File: src/rtl/execute_stage.sv
// Execute stage: ALU, load/store address generation and an iterative 32-cycle
// shift-add multiplier, all registered into the EX/MEM boundary.
module execute_stage (
  input  logic        clk,
  input  logic        rst,
  input  logic        flush,
  input  logic        ID_valid,
  input  logic        ID_wr_en,
  input  logic        ID_mem_en,
  input  logic        ID_mem_wr,
  input  logic [2:0]  ID_fn_3,
  input  logic [4:0]  ID_rd_sel,
  input  logic [6:0]  ID_opcode,
  input  logic [6:0]  ID_fn_7,
  input  logic [31:0] ID_rs1_val,
  input  logic [31:0] ID_mux_val,
  input  logic [31:0] ID_rs2_val,
  output logic        stall,
  output logic        EX_valid,
  output logic        EX_wr_en,
  output logic        EX_mem_en,
  output logic        EX_mem_wr,
  output logic [2:0]  EX_fn_3,
  output logic [4:0]  EX_rd_sel,
  output logic [31:0] EX_alu_out,
  output logic [31:0] EX_store_val
);

  localparam logic [6:0] OP_R     = 7'b0110011;
  localparam logic [6:0] OP_I     = 7'b0010011;
  localparam logic [6:0] OP_LOAD  = 7'b0000011;
  localparam logic [6:0] OP_STORE = 7'b0100011;
  localparam logic [6:0] OP_LUI   = 7'b0110111;
  localparam logic [6:0] OP_AUIPC = 7'b0010111;

  typedef enum logic [1:0] {S_IDLE, S_MUL, S_DONE} state_t;

  state_t      r_state;
  state_t      w_state_next;
  logic [63:0] r_mcand;
  logic [31:0] r_mplier;
  logic [63:0] r_acc;
  logic [4:0]  r_cnt;
  logic        r_neg;

  logic        w_is_r;
  logic        w_is_m;
  logic        w_mul_req;
  logic        w_a_signed;
  logic        w_b_signed;
  logic [31:0] w_abs_a;
  logic [31:0] w_abs_b;
  logic [63:0] w_prod;
  logic [31:0] w_prod_word;
  logic [31:0] w_alu;
  logic [31:0] w_result;

  assign w_is_r    = (ID_opcode == OP_R);
  assign w_is_m    = w_is_r && (ID_fn_7 == 7'b0000001);
  assign w_mul_req = ID_valid && w_is_m && !ID_fn_3[2];

  // MULH treats both operands as signed, MULHSU only A; MUL and MULHU are unsigned.
  assign w_a_signed = (ID_fn_3[1:0] == 2'b01) || (ID_fn_3[1:0] == 2'b10);
  assign w_b_signed = (ID_fn_3[1:0] == 2'b01);
  assign w_abs_a    = (w_a_signed && ID_rs1_val[31]) ? -ID_rs1_val : ID_rs1_val;
  assign w_abs_b    = (w_b_signed && ID_mux_val[31]) ? -ID_mux_val : ID_mux_val;

  assign w_prod      = r_neg ? -r_acc : r_acc;
  assign w_prod_word = (ID_fn_3[1:0] == 2'b00) ? w_prod[31:0] : w_prod[63:32];

  assign stall = ((r_state == S_IDLE) && w_mul_req) || (r_state == S_MUL);

  always_comb begin
    w_state_next = r_state;
    case (r_state)
      S_IDLE:  if (w_mul_req) w_state_next = S_MUL;
      S_MUL:   if (r_cnt == 5'd31) w_state_next = S_DONE;
      S_DONE:  w_state_next = S_IDLE;
      default: w_state_next = S_IDLE;
    endcase
    if (flush) w_state_next = S_IDLE;
  end

  always_ff @(posedge clk) begin
    if (rst) begin
      r_state  <= S_IDLE;
      r_mcand  <= '0;
      r_mplier <= '0;
      r_acc    <= '0;
      r_cnt    <= '0;
      r_neg    <= 1'b0;
    end else begin
      r_state <= w_state_next;
      if (r_state == S_IDLE && w_mul_req && !flush) begin
        r_mcand  <= {32'b0, w_abs_a};
        r_mplier <= w_abs_b;
        r_acc    <= '0;
        r_cnt    <= '0;
        r_neg    <= (w_a_signed & ID_rs1_val[31]) ^ (w_b_signed & ID_mux_val[31]);
      end else if (r_state == S_MUL) begin
        if (r_mplier[0]) r_acc <= r_acc + r_mcand;
        r_mcand  <= r_mcand << 1;
        r_mplier <= r_mplier >> 1;
        r_cnt    <= r_cnt + 5'd1;
      end
    end
  end

  always_comb begin
    w_alu = '0;
    case (ID_fn_3)
      3'b000: w_alu = (w_is_r && ID_fn_7 == 7'b0100000) ? ID_rs1_val - ID_mux_val
                                                          : ID_rs1_val + ID_mux_val;
      3'b001: w_alu = ID_rs1_val << ID_mux_val[4:0];
      3'b010: w_alu = {31'b0, $signed(ID_rs1_val) < $signed(ID_mux_val)};
      3'b011: w_alu = {31'b0, ID_rs1_val < ID_mux_val};
      3'b100: w_alu = ID_rs1_val ^ ID_mux_val;
      3'b101: w_alu = ID_fn_7[5] ? $unsigned($signed(ID_rs1_val) >>> ID_mux_val[4:0])
                                 : ID_rs1_val >> ID_mux_val[4:0];
      3'b110: w_alu = ID_rs1_val | ID_mux_val;
      3'b111: w_alu = ID_rs1_val & ID_mux_val;
      default: w_alu = '0;
    endcase
  end

  // Multiply results are only ever captured in DONE, since stall blocks earlier capture.
  always_comb begin
    w_result = '0;
    case (ID_opcode)
      OP_R:               w_result = w_is_m ? (ID_fn_3[2] ? 32'b0 : w_prod_word) : w_alu;
      OP_I:               w_result = w_alu;
      OP_LOAD, OP_STORE:  w_result = ID_rs1_val + ID_mux_val;
      OP_LUI:             w_result = ID_mux_val;
      OP_AUIPC:           w_result = ID_rs1_val + ID_mux_val;
      default:            w_result = '0;
    endcase
  end

  always_ff @(posedge clk) begin
    if (rst) begin
      EX_valid     <= 1'b0;
      EX_wr_en     <= 1'b0;
      EX_mem_en    <= 1'b0;
      EX_mem_wr    <= 1'b0;
      EX_fn_3      <= '0;
      EX_rd_sel    <= '0;
      EX_alu_out   <= '0;
      EX_store_val <= '0;
    end else if (flush || stall || !ID_valid) begin
      EX_valid  <= 1'b0;
      EX_wr_en  <= 1'b0;
      EX_mem_en <= 1'b0;
      EX_mem_wr <= 1'b0;
    end else begin
      EX_valid     <= 1'b1;
      EX_wr_en     <= ID_wr_en;
      EX_mem_en    <= ID_mem_en;
      EX_mem_wr    <= ID_mem_wr;
      EX_fn_3      <= ID_fn_3;
      EX_rd_sel    <= ID_rd_sel;
      EX_alu_out   <= w_result;
      EX_store_val <= ID_rs2_val;
    end
  end

endmodule

File: config.mk
export PLATFORM = sky130hd
export DESIGN_NAME = execute_stage
export DESIGN_NICKNAME = d
export VERILOG_FILES = /design/src/rtl/execute_stage.sv
export SDC_FILE = /design/constraint.sdc
export NUM_CORES = 1
export LEC_CHECK = 0
export CORE_MARGIN = 1.5
export CORE_UTILIZATION = 40
export DETAILED_ROUTE_END_ITERATION = 12
export GPL_ROUTABILITY_DRIVEN = 0
export SYNTH_ARGS = -nofsm -noshare
export SYNTH_HDL_FRONTEND = slang
export SYNTH_SLANG_ARGS = --single-unit
File: constraint.sdc
create_clock -name clk -period 5.6 [get_ports clk]
set_clock_uncertainty 0.2 [all_clocks]
set_input_delay 1.4 -clock clk [delete_from_list [all_inputs] [get_ports clk]]
set_output_delay 1.4 -clock clk [all_outputs]
set_load 0.02 [all_outputs]
==> impl_metrics.tcl <==
set metrics [dict create \
    status "complete, no violations" \
    ys_seq_area_share_pct 19.4 \
    fillers 6440 \
    critical_path.top_delay_family "simple AND/OR/NAND/NOR gates" \
    htree_levels 1 \
    hp-class "reg -> reg" \
    viasPerCell 6.29 \
    critPathSlowestCell "clkdlybuf4s50_1" \
    drc_errors 0 \
    hold_slack_ns 0.249 \
    drv_slew 0 \
    setup_viol 0 \
    rsz0062_at_grt "no" \
    hold_buffers 0 \
    fin_tns_setup_ns 0 \
    utilization_pct 47.8 \
    clk_latency_ns 0.63 \
    path_cells "clkdlybuf4s50_1 -> or4_1 -> nor2_1 -> nand2_1 -> nor2_1 -> a21oi_1 -> nor2_1 -> clkdlybuf4s50_1" \
    overflow 0 \
    synth_top_area_share_pct 19.4 \
    final-hold-violation-count 0 \
    clock.fmax_ghz 0.187 \
    antenna_found_initial 2 \
    drt_iter0_markers 3871 \
    synth_area_sq_um 25200 \
    synth-main-ff-cell "dfxtp_1" \
    reg2reg_slack_ns 1.16 \
    max-cap-violations 0 \
    grt_max_degree 120 \
    crit_buf_inv 2 \
    synth.distinct_cells 92 \
    grt_pass1_wl_um 168000 \
    slew_headroom_pct 19.8 \
    yosysWarnings 0 \
    post_cts_resized 0 \
    synth_edf_count 0 \
    root_buffer "clkbuf_16" \
    r2r_cells 13 \
    io_pins 202 \
    first_pass_iters 5 \
    layout-drive-gt1-share_pct 9.88 \
    clk_transition_reported_paths_ns 0.06 \
    core_area_sq_um 61900 \
    cp-start-kind "input pin" \
    hold_start "EX_alu_out[4]" \
    synth_area_leaders "dfxtp_1 (19%), nand2_1 (8.6%), ha_1 (8.4%)" \
    dieHeight_um 254 \
    regArea_sq_um 4890 \
    grtUsageTotal_pct 34.2 \
    avgSynthCellArea_sq_um 7.23 \
    worstPathMaxFanout 3 \
    wire_per_inst_um 25.2 \
    worst_pin_slew_ns 1.19 \
    hpwl_um 87400 \
    totalWireLength_um 113000 \
    leakagePower_nw 11.5 \
    cts_buffers 30 \
    worst_path_most_repeated_cell "nor2_1" \
    arrival_ns 3.76 \
    finalNetCount 3921 \
    rows 91 \
    dieWidth_um 254 \
    hold_path_end "EX_alu_out[4]" \
    areaGrowthSynthToFinish_pct 17.6 \
    yosys.area.top_type "dfxtp_1" \
    synthArstFlopShare_pct 0 \
    yosys_register_bits 244 \
    grt_pass1_vias 26300 \
    diodes 0 \
    period_share_pct 95.7 \
    initial_core_util_pct 40.6 \
    cts_setup_buffers 0 \
    holdPathStages 2 \
    period_needed_ns 5.36 \
    cts_tree "built" \
    clockBufferDepth 3 \
    final_antenna_net_count 0 \
    peakVddDrop_mv 0.197 \
    cp.required_ns 4.00 \
    r2r_end "EX_alu_out[5]" \
    vias 28200 \
    multi_input_area_sq_um 18800 \
    numPortBuffers 201 \
    critPathMaxStageDelay_ns 0.63 \
    crit_type "in -> out" \
    syn_inst 3482 \
    syn_nets 3779 \
    endpoint_kind "output pin" \
    rr_startpoint "r_acc[4]" \
    cts_sinks 244 \
    die_area_sq_um 64400 \
    power.density_nw_per_um2 180 \
]
## final cells by class
| class | instances | share of cell area (%) |
|---|---|---|
| well taps | 837 | 3.54 |
| repair buffers | 379 | 11.3 |
| inverters | 134 | 1.70 |
| multi-input cells | 2835 | 63.6 |
| clock buffers | 42 | 2.96 |
| flip-flops and latches | 244 | 16.5 |
| clock inverters | 10 | 0.440 |
## layer usage
| metal | part of all wire [%] | GRT usage, % | vias to the layer above |
|---|---|---|---|
| met2 | 43 | 52.0 | 1649 |
| li1 | - | - | 12900 |
| met3 | 11 | 8.57 | 470 |
| met5 | 0.011 | 0 | - |
| met1 | 38 | 42.6 | 13100 |
| met4 | 8.1 | 23.1 | 2 |
## sequential cells by signal, summed over array words and instances (netlist names)
register      count
r_mcand          64
r_neg             1
r_state           2
EX_rd_sel         5
r_cnt             5
EX_valid          1
EX_fn_3           3
r_acc            64
EX_mem_wr         1
EX_mem_en         1
EX_wr_en          1
r_mplier         32
EX_alu_out       32
EX_store_val     32
## through the flow
step | worst slack [ns] | area (sq um) | cells | power (mW)
2_1_floorplan | 0.0261 | 25200 | 3482 | 2.65
3_3_place_gp | 0.117 | 28600 | 4429 | 3.27
3_5_place_dp | 0.191 | 28600 | 4429 | 3.26
4_1_cts | 0.194 | 29600 | 4481 | 5.30
5_1_grt | 0.0707 | 29600 | 4481 | 5.50
6_report | 0.239 | 29600 | 4481 | 5.34
## Yosys cell counts (31+ instances only)
cell,number
a221oi_1,32
nor3_1,64
o31ai_1,39
xor2_1,58
mux4_2,70
a311oi_1,67
ha_1,169
a211oi_1,33
a31oi_1,55
clkbuf_1,232
o211ai_1,48
a21o_1,57
xnor2_1,152
dfxtp_1,244
a21oi_1,346
nand2_1,577
o21ai_0,204
nor2_1,308
mux2i_1,44
nand3_1,57
inv_1,130
and3_1,31
## logic make-up (layout without fill, tap and decap cells)
group | count (synthesis) | in the layout | synth area share (%)
compound gates | 1093 | 1093 | 28.1
xor+xnor | 210 | 210 | 7.31
mux | 121 | 121 | 8.33
buf+inv | 403 | 565 | 6.11
fa+ha+maj | 172 | 172 | 8.64
flops | 244 | 244 | 19.4
simple gates | 1239 | 1239 | 22.1
## tightest hold or removal path, stage by stage (launching register included)
cell and delay (ns):
dfxtp_1 0.32, nand2_1 0.04, o21ai_0 0.05
## cells in the final DEF (no fill, tap or decap), drive strengths merged, types with 33 or more instances in the layout
master,synthesis,routed
nand2,578,578
a21oi,346,346
nor2,308,308
dfxtp,244,244
o21ai,212,212
clkdlybuf4s50,0,195
buf,37,184
ha,169,169
xnor2,152,152
inv,131,131
mux4,70,70
a311oi,67,67
nor3,65,65
nand3,59,59
xor2,58,58
a21o,57,57
a31oi,55,55
o211ai,49,49
mux2i,44,44
clkbuf,232,42
o31ai,39,39
a211oi,33,33
## worst max-delay path by stage
stage / start / endpoint / cells after the start
floorplan: ID_mux_val[3] / EX_alu_out[31] / 17
CTS: ID_fn_7[3] / stall / 8
detailed placement: ID_rs1_val[1] / EX_alu_out[31] / 14
global route: ID_fn_7[3] / stall / 8
global placement: ID_rs1_val[2] / EX_alu_out[26] / 14
finish: ID_fn_7[3] / stall / 8
## where the power goes
part           switching [mW]  internal, mW  total (mW)
clock                   0.857          1.17        2.03
sequential            0.00649          1.75        1.76
combinational           0.959         0.592        1.55
(Power assumes the default switching activity.)
